<file path="src/rtl/rom_loader.sv">
// rom_loader: multi-segment boot copier, SPI flash -> system RAM.
// Walks NUM_SEG segments (zero-length ones are skipped), issues one flash
// byte read at a time, writes each returned byte to RAM, then waits
// SETTLE_CYCLES before raising load_done. A start pulse in DONE reloads.
// Optional feature macro: ROM_LOADER_CHECKSUM_EN (16-bit sum of written bytes).
module rom_loader #(
  parameter int unsigned NUM_SEG       = 4,
  parameter int unsigned FLASH_AW      = 24,
  parameter int unsigned RAM_AW        = 17,
  parameter logic [NUM_SEG*FLASH_AW-1:0] SEG_FLASH_BASE = {NUM_SEG{24'h080000}},
  parameter logic [NUM_SEG*RAM_AW-1:0]   SEG_RAM_BASE   = {NUM_SEG{17'h0C000}},
  parameter logic [NUM_SEG*RAM_AW-1:0]   SEG_LEN        = {NUM_SEG{17'h0}},
  parameter int unsigned SETTLE_CYCLES = 255
) (
  input  logic                clock32,
  input  logic                hard_reset_n,
  input  logic                start,
  output logic                flash_valid,
  output logic [FLASH_AW-1:0] flash_addr,
  input  logic                flash_ready,
  input  logic [7:0]          flash_rdata,
  output logic                ram_we,
  output logic [RAM_AW-1:0]   ram_addr,
  output logic [7:0]          ram_din,
  output logic [2:0]          seg_idx,
  output logic                busy,
  output logic                load_done,
  output logic [15:0]         load_sum
);

  typedef enum logic [1:0] {S_SETUP, S_LOAD, S_SETTLE, S_DONE} state_t;

  localparam logic [3:0] LAST_SEG = 4'(NUM_SEG - 1);

  state_t              state_q, state_d;
  // Segment counter runs one past the last segment so the final write
  // passes through SETUP before SETTLE.
  logic [3:0]          seg_q, seg_d;
  logic [RAM_AW-1:0]   off_q, off_d;
  logic [31:0]         settle_q, settle_d;
  logic                ram_we_q, ram_we_d;
  logic [RAM_AW-1:0]   ram_addr_q, ram_addr_d;
  logic [7:0]          ram_din_q, ram_din_d;

  logic [2:0]          seg_sat;
  logic [FLASH_AW-1:0] cur_fbase;
  logic [RAM_AW-1:0]   cur_rbase;
  logic [RAM_AW-1:0]   cur_len;

  assign seg_sat = (seg_q > LAST_SEG) ? LAST_SEG[2:0] : seg_q[2:0];

  // Select the parameters of the current segment.
  always_comb begin
    cur_fbase = '0;
    cur_rbase = '0;
    cur_len   = '0;
    for (int i = 0; i < NUM_SEG; i++) begin
      if (seg_sat == 3'(i)) begin
        cur_fbase = SEG_FLASH_BASE[i*FLASH_AW +: FLASH_AW];
        cur_rbase = SEG_RAM_BASE[i*RAM_AW +: RAM_AW];
        cur_len   = SEG_LEN[i*RAM_AW +: RAM_AW];
      end
    end
  end

  // Next-state logic for the copy sequencer.
  always_comb begin
    state_d    = state_q;
    seg_d      = seg_q;
    off_d      = off_q;
    settle_d   = settle_q;
    ram_we_d   = 1'b0;
    ram_addr_d = ram_addr_q;
    ram_din_d  = ram_din_q;
    case (state_q)
      S_SETUP: begin
        if (seg_q > LAST_SEG) begin
          state_d  = S_SETTLE;
          settle_d = '0;
        end else if (cur_len == '0) begin
          if (seg_q == LAST_SEG) begin
            state_d  = S_SETTLE;
            settle_d = '0;
          end else begin
            seg_d = seg_q + 4'd1;
          end
        end else begin
          off_d   = '0;
          state_d = S_LOAD;
        end
      end
      S_LOAD: begin
        if (flash_ready) begin
          ram_we_d   = 1'b1;
          ram_addr_d = cur_rbase + off_q;
          ram_din_d  = flash_rdata;
          off_d      = off_q + 1'b1;
          if (off_q == cur_len - 1'b1) begin
            seg_d   = seg_q + 4'd1;
            state_d = S_SETUP;
          end
        end
      end
      S_SETTLE: begin
        if (SETTLE_CYCLES == 0 || settle_q == SETTLE_CYCLES - 1) state_d = S_DONE;
        else settle_d = settle_q + 32'd1;
      end
      S_DONE: begin
        if (start) begin
          state_d = S_SETUP;
          seg_d   = '0;
        end
      end
      default: state_d = S_SETUP;
    endcase
  end

  // Sequencer and RAM write port registers.
  always_ff @(posedge clock32 or negedge hard_reset_n) begin
    if (!hard_reset_n) begin
      state_q    <= S_SETUP;
      seg_q      <= '0;
      off_q      <= '0;
      settle_q   <= '0;
      ram_we_q   <= 1'b0;
      ram_addr_q <= '0;
      ram_din_q  <= '0;
    end else begin
      state_q    <= state_d;
      seg_q      <= seg_d;
      off_q      <= off_d;
      settle_q   <= settle_d;
      ram_we_q   <= ram_we_d;
      ram_addr_q <= ram_addr_d;
      ram_din_q  <= ram_din_d;
    end
  end

`ifdef ROM_LOADER_CHECKSUM_EN
  logic [15:0] sum_q, sum_d;

  // Running sum of every byte handed to RAM; only LOAD adds, so it is
  // frozen from SETTLE on.
  always_comb begin
    sum_d = sum_q;
    if (state_q == S_LOAD && flash_ready) sum_d = sum_q + {8'h00, flash_rdata};
    else if (state_q == S_DONE && start)  sum_d = '0;
  end

  // Checksum register.
  always_ff @(posedge clock32 or negedge hard_reset_n) begin
    if (!hard_reset_n) sum_q <= '0;
    else               sum_q <= sum_d;
  end

  assign load_sum = sum_q;
`else
  assign load_sum = 16'h0000;
`endif

  assign flash_valid = (state_q == S_LOAD);
  assign flash_addr  = flash_valid ? (cur_fbase + FLASH_AW'(off_q)) : '0;
  assign ram_we      = ram_we_q;
  assign ram_addr    = ram_addr_q;
  assign ram_din     = ram_din_q;
  assign seg_idx     = seg_sat;
  // Reset gates busy directly so it drops the moment reset asserts.
  assign busy        = (state_q != S_DONE) & hard_reset_n;
  assign load_done   = (state_q == S_DONE);

endmodule

</file>
<file path="config.mk">
export PLATFORM = sky130hd
export DESIGN_NAME = rom_loader
export DESIGN_NICKNAME = d
export VERILOG_FILES = /design/src/rtl/rom_loader.sv
export SDC_FILE = /design/constraint.sdc
export NUM_CORES = 1
export LEC_CHECK = 0
export ABC_AREA = 0
export CAP_MARGIN = 5
export CELL_PAD_IN_SITES_DETAIL_PLACEMENT = 0
export CELL_PAD_IN_SITES_GLOBAL_PLACEMENT = 2
export CORE_MARGIN = 5
export CORE_UTILIZATION = 34
export CTS_BUF_LIST = sky130_fd_sc_hd__clkbuf_4
export DETAILED_ROUTE_END_ITERATION = 10
export PLACE_DENSITY = 0.85
export SYNTH_ARGS = -nofsm -noshare
export SYNTH_HDL_FRONTEND = slang
export SYNTH_SLANG_ARGS = --single-unit
</file>
<file path="constraint.sdc">
create_clock -name clock32 -period 4.3 [get_ports clock32]
set_input_delay 0.86 -clock clock32 [delete_from_list [all_inputs] [get_ports clock32]]
set_output_delay 0.86 -clock clock32 [all_outputs]
set_load 0.01 [all_outputs]
</file>
==> flow_summary.toml, run 1 <==
[run_status]
outcome = "finished, final reports clean"

[power_and_ir_drop]
p_comb_share_pct = 2.7
leakage_nw = 2.26
switchingPower_mw = 0.312
power_density_nw_per_um2 = 272
seqPwrFrac_pct = 55.3
swShare_pct = 22.6
ir_worst_vdd_uv = 161
clkPwrFrac_pct = 42.0
p_int_mw = 1.07

[worst_setup_path]
path_cells = "nor2b_1 > buf_4 > and2_1 > clkdlybuf4s50_1"
r2r_start = "off_q[8]"
cp-start-kind = "register"
cpMaxStageDelayCell = "clkdlybuf4s50_1"
r2r_end = "seg_q[3]"
r2r_cells = 10
cp.arrival_ns = 2.07
critical_path_class = "reg -> out"
cp-end-kind = "output pin"
crit_path_max_fanout = 19
cpPeakStageDelay_ns = 0.55
cp_data_required_time_ns = 3.44
r2r_slack_ns = 1.66

[clock_network]
clockRootBuffer = "clkbuf_4"
ctsResizeCount = 0
numCtsBuffers = 9
htreeDepth = 3
cts_tree = "done"
cts_hold_buf = 0
clkTransAtPathRegs_ns = 0.13
cts.sinks = 81
worstSkewPairLatency_ns = 0.44
post_cts_buffers = 0
cts_max_path_buffers = 2

[final_layout]
fillCellCount = 1231
nNetsFinal = 550
syn2layout_area_growth_pct = 20.1
n_antenna_cell = 0
drive_above_1_share_pct = 5.78
post-route-util_pct = 42.0
stdcell_area_sq_um = 5060
fin_cells = 704

[routing]
wirelength_um = 10100
postRouteAntennaNets = 0
detail_route.wl_per_cell_um = 14.3
drt_iter0_markers = 159
vias = 3443
first_pass_iters = 5
drc_errors = 0
vias_per_cell = 4.89

[sta]
max_freq_ghz = 0.342
setup_viol = 0
hold_viol_final = 0
worst_slew_pin_slew_ns = 0.782
rsz0062_at_grt = "no"
final.setup.tns_ns = 0
drv_slew = 0
relSlewSlack_pct = 47.8
timing.hold.ws_ns = 0.294
finalClockSkew_ns = 0.0102
min_period_ns = 2.93
min_period_over_period_pct = 68.1

[grt]
grtUsageTotal_pct = 14.2
grt_pass1_wl_um = 16900
grt_pass1_vias = 3396
antenna_found_initial = 0
grt_overflow = 0
grt_start_max_net_pins = 61

[floorplan]
io_pins = 84
floorplan.die_area_sq_um = 14700
fp.dieW_um = 121
core_area_sq_um = 12100
start_util_pct = 34.9
die_h_um = 121
rows = 40

[synthesis]
yosys.area.top_type = "dfrtp_1"
ys_seq_elements = 81
synthTopCellsByArea = "dfrtp_1, nand2_1, buf_4"
syn-cell-area_sq_um = 4220
synth-edff-count = 0
yosysMostFrequentCell = "nand2_1"
synth_common_cells = "nand2_1, dfrtp_1, o21ai_1, buf_4, nand3_1"
ys.flop_type = "dfrtp_1"
ys_seq_area_share_pct = 48.1
yosysTopAreaCellShare_pct = 48.1
async_flop_share_pct = 100
avgSynthCellArea_sq_um = 8.84
synth.distinct_cells = 41
synth-warning-count = 0
synth_cells = 477

[place]
post-place-cells = 688
hpwlAfterDp_um = 6710
numPortBuffers = 60
dpl_cell_area_sq_um = 4880
gp_congestion = 0.759

[min_path]
hp-class = "in -> async"

[flow_run]
maxCapViolCount = 0
layer usage:
| metal | share of wire [%] | up-vias | GRT usage, % |
|---|---|---|---|
| met4 | 1.6 | 0 | 5.46 |
| li1 | - | 1696 | - |
| met1 | 48 | 1639 | 19.3 |
| met5 | 0 | - | 0 |
| met3 | 5.3 | 11 | 3.87 |
| met2 | 45 | 97 | 21.7 |
sequential cells by signal, indices dropped and copies added, names as in the netlist:
register and flops:
ram_addr 17, ram_din 8, off_q 17, ram_we 1, state_q 2, settle_q 32, seg_q 4
placed cells by master, fill, tap and decap left out, drive strengths merged, types with 9 or more instances in the layout:
cell           synthesis  final
a21oi                 11     11
a31oi                 11     11
and2                  19     19
and3                   9      9
clkbuf                15      9
clkdlybuf4s50          0     59
conb                   2     25
dfrtp                 81     81
inv                   12     12
nand2                 97     97
nand3                 25     25
nand4                 12     12
nor2                  23     23
nor3                  11     11
o21ai                 46     46
or3                   13     13
xnor2                 11     11
power by group through the flow:
stage / clock [mW] / sequential, mW / combinational [mW]
after floorplan: 0 / 0.776 / 0.0257
after global placement: 0 / 0.776 / 0.0384
after detailed placement: 0 / 0.776 / 0.0383
after CTS: 0.597 / 0.762 / 0.0386
after global routing: 0.627 / 0.762 / 0.0436
final: 0.579 / 0.762 / 0.0374
how the worst max path moves through the flow:
stage                      startpoint            end  slack, ns  cells after the start
after floorplan              off_q[8]       seg_q[3]       2.02                     10
after global placement    flash_ready       off_q[7]       1.47                      8
after detailed placement  flash_ready       off_q[7]       1.40                      8
after CTS                  state_q[0]  flash_addr[3]       1.32                      4
after global routing       state_q[0]  flash_addr[2]       1.19                      4
final                      state_q[0]  flash_addr[3]       1.37                      4
critical path: cells and delay by family (launching register included):
kind / cells / cell delay [ns]
buf+inv: 2 / 0.78
flops: 1 / 0.50
simple gates: 2 / 0.34
kinds of logic (layout without fill, tap and decap cells):
logic type	count (synthesis)	after routing	share of synthesized area, %
fa+ha+maj	7	7	2.26
mux	4	4	1.04
other cells	2	25	0.178
xor+xnor	18	18	3.74
flops	81	81	48.1
buf+inv	57	93	7.51
compound gates	85	85	11.8
simple gates	223	223	25.4
per-stage QoR:
step / worst slack [ns] / power [mW]
global placement: 1.47 / 0.815
global route: 1.19 / 1.43
detailed placement: 1.40 / 0.814
finish: 1.37 / 1.38
floorplan: 2.02 / 0.802
CTS: 1.32 / 1.40
final cells by class:
type,count,area [sq um],share of cell area [%]
clock buffers,9,67.6,1.33
clock inverters,7,119,2.35
inverters,12,45.0,0.890
multi-input cells,362,1960,38.7
flip-flops and latches,81,2030,40.0
well taps,168,210,4.15
repair buffers,65,636,12.6
Note: power is estimated with default switching activity, not from simulation.
==> run 2, diff against run 1 <==
CORE_UTILIZATION = 32   (was 34)
PLACE_DENSITY = 0.8   (was 0.85)
clock period = 2.75 ns   (was 4.3 ns; I/O delays follow)
==> flow_summary.toml, run 2 (synthesized netlist as in run 1, its figures left out) <==
[run_status]
outcome = "finished, final reports clean"

[worst_setup_path]
r2r_cells = 10
cp-end-kind = "output pin"
crit_path_max_fanout = 19
cpMaxStageDelayCell = "clkdlybuf4s50_1"
cp.arrival_ns = 1.99
critical_path_class = "reg -> out"
cp_data_required_time_ns = 2.20
cp-start-kind = "register"
path_cells = "nor2b_1 > buf_6 > and2_1 > clkdlybuf4s50_1"
cpPeakStageDelay_ns = 0.55

[place]
gp_congestion = 0.773
hpwlAfterDp_um = 7170
numPortBuffers = 60

[routing]
drc_errors = 0
vias = 3523
vias_per_cell = 4.89
wirelength_um = 10600
drt_iter0_markers = 198
postRouteAntennaNets = 0
first_pass_iters = 4
detail_route.wl_per_cell_um = 14.7

[min_path]
hp-class = "in -> async"

[sta]
min_period_over_period_pct = 92.3
min_period_ns = 2.54
drv_slew = 0
final.setup.tns_ns = 0
finalClockSkew_ns = 0.0106
max_freq_ghz = 0.394
setup_viol = 0
hold_viol_final = 0
rsz0062_at_grt = "no"
relSlewSlack_pct = 46.4
worst_slew_pin_slew_ns = 0.804

[grt]
grt_start_max_net_pins = 62
top_usage_layer = "met2"
grt_overflow = 0
grt.met1_usage_pct = 17.8
antenna_found_initial = 0
grtUsageTotal_pct = 13.9
grt_pass1_vias = 3541
grt_pass1_wl_um = 17800
grtUsageMet3_pct = 5.06
met2_usage_pct = 22.0

[floorplan]
io_pins = 84
core_area_sq_um = 13100
die_h_um = 125
rows = 42
start_util_pct = 32.2
fp.dieW_um = 125
floorplan.die_area_sq_um = 15600

[power_and_ir_drop]
leakage_nw = 2.32
ir_worst_vdd_uv = 177
power_density_nw_per_um2 = 394

[clock_network]
cts_tree = "done"
cts_max_path_buffers = 2
numCtsBuffers = 9
clkTransAtPathRegs_ns = 0.12
cts.sinks = 81
post_cts_buffers = 0
clockRootBuffer = "clkbuf_4"
htreeDepth = 3
worstSkewPairLatency_ns = 0.45

[final_layout]
nNetsFinal = 559
n_antenna_cell = 0
post-route-util_pct = 39.2
final_common_cell = "nand2_1"
syn2layout_area_growth_pct = 21.8
largest_reg_flops = 32
top_register = "settle_q"
final_cell_mix = "nand2_1, dfrtp_1, clkdlybuf4s50_1"
drive_above_1_share_pct = 7.17

[flow_run]
maxCapViolCount = 0
## run 2: cell types whose count changed in the layout (fill, tap and decap cells not counted), sizes merged
cell | previous run | this run
clkbuf | 9 | 10
buf | 6 | 15
dlymetal6s2s | 0 | 1
clkinvlp | 1 | 0
clkdlybuf4s50 | 59 | 58
bufinv | 3 | 2
## run 2: routing by layer
layer,vias up,wire (um)
met1,1726,4920
met5,-,0
met2,78,4870
met3,11,654
li1,1708,-
met4,0,124
## run 2: through the flow
| stage | area (sq um) | hold slack [ns] | setup WS [ns] | cells | total power, mW |
|---|---|---|---|---|---|
| 3_3_place_gp | 4980 | 0.452 | 0.270 | 705 | 1.28 |
| 4_1_cts | 5120 | 0.0649 | 0.0877 | 720 | 2.05 |
| 3_5_place_dp | 4980 | 0.462 | 0.168 | 705 | 1.28 |
| 6_report | 5130 | 0.0722 | 0.211 | 720 | 2.02 |
| 2_1_floorplan | 4300 | 0.254 | 0.471 | 500 | 1.25 |
| 5_1_grt | 5130 | 0.0466 | 0.00470 | 720 | 2.13 |
## run 2: cell type report
| class | instances | area (sq um) |
|---|---|---|
| inverters | 12 | 45.0 |
| flip-flops and latches | 81 | 2030 |
| well taps | 176 | 220 |
| fillers | 1325 | 7950 |
| clock buffers | 10 | 75.1 |
| multi-input cells | 362 | 1960 |
| clock inverters | 5 | 71.3 |
| repair buffers | 74 | 734 |
## run 2: timing repair
action                                 CTS  global route
hold buffers                             0             0
gates resized for setup                  0             5
endpoints found under the hold margin    0             0
setup endpoints to repair                0            18
## run 2: path summary, 6_finish.rpt
kind	startpoint	to	slack, ns
max	state_q[1]	flash_addr[0]	0.21
min	hard_reset_n	settle_q[6]	0.07
max reg2reg	off_q[9]	seg_q[3]	0.25
min reg2reg	settle_q[31]	settle_q[31]	0.48
max in group asynchronous	hard_reset_n	state_q[1]	1.56
min in group clock32	settle_q[31]	settle_q[31]	0.48
## run 2: report_power, final
| group | leakage (nW) | total [mW] | switching [mW] | internal, mW |
|---|---|---|---|---|
| Sequential | 1.11 | 1.19 | 0 | 1.19 |
| Clock | 0.0790 | 0.772 | 0.406 | 0.366 |
| Combinational | 1.13 | 0.0605 | 0.0434 | 0.0171 |
| Total | 2.32 | 2.02 | 0.449 | 1.57 |
## run 2: critical path, delay by kind of cell, from the launching register on
| kind | cells | cell delay [ns] |
|---|---|---|
| buffers and inverters | 2 | 0.74 |
| and+or+nand+nor | 2 | 0.31 |
| DFF | 1 | 0.49 |
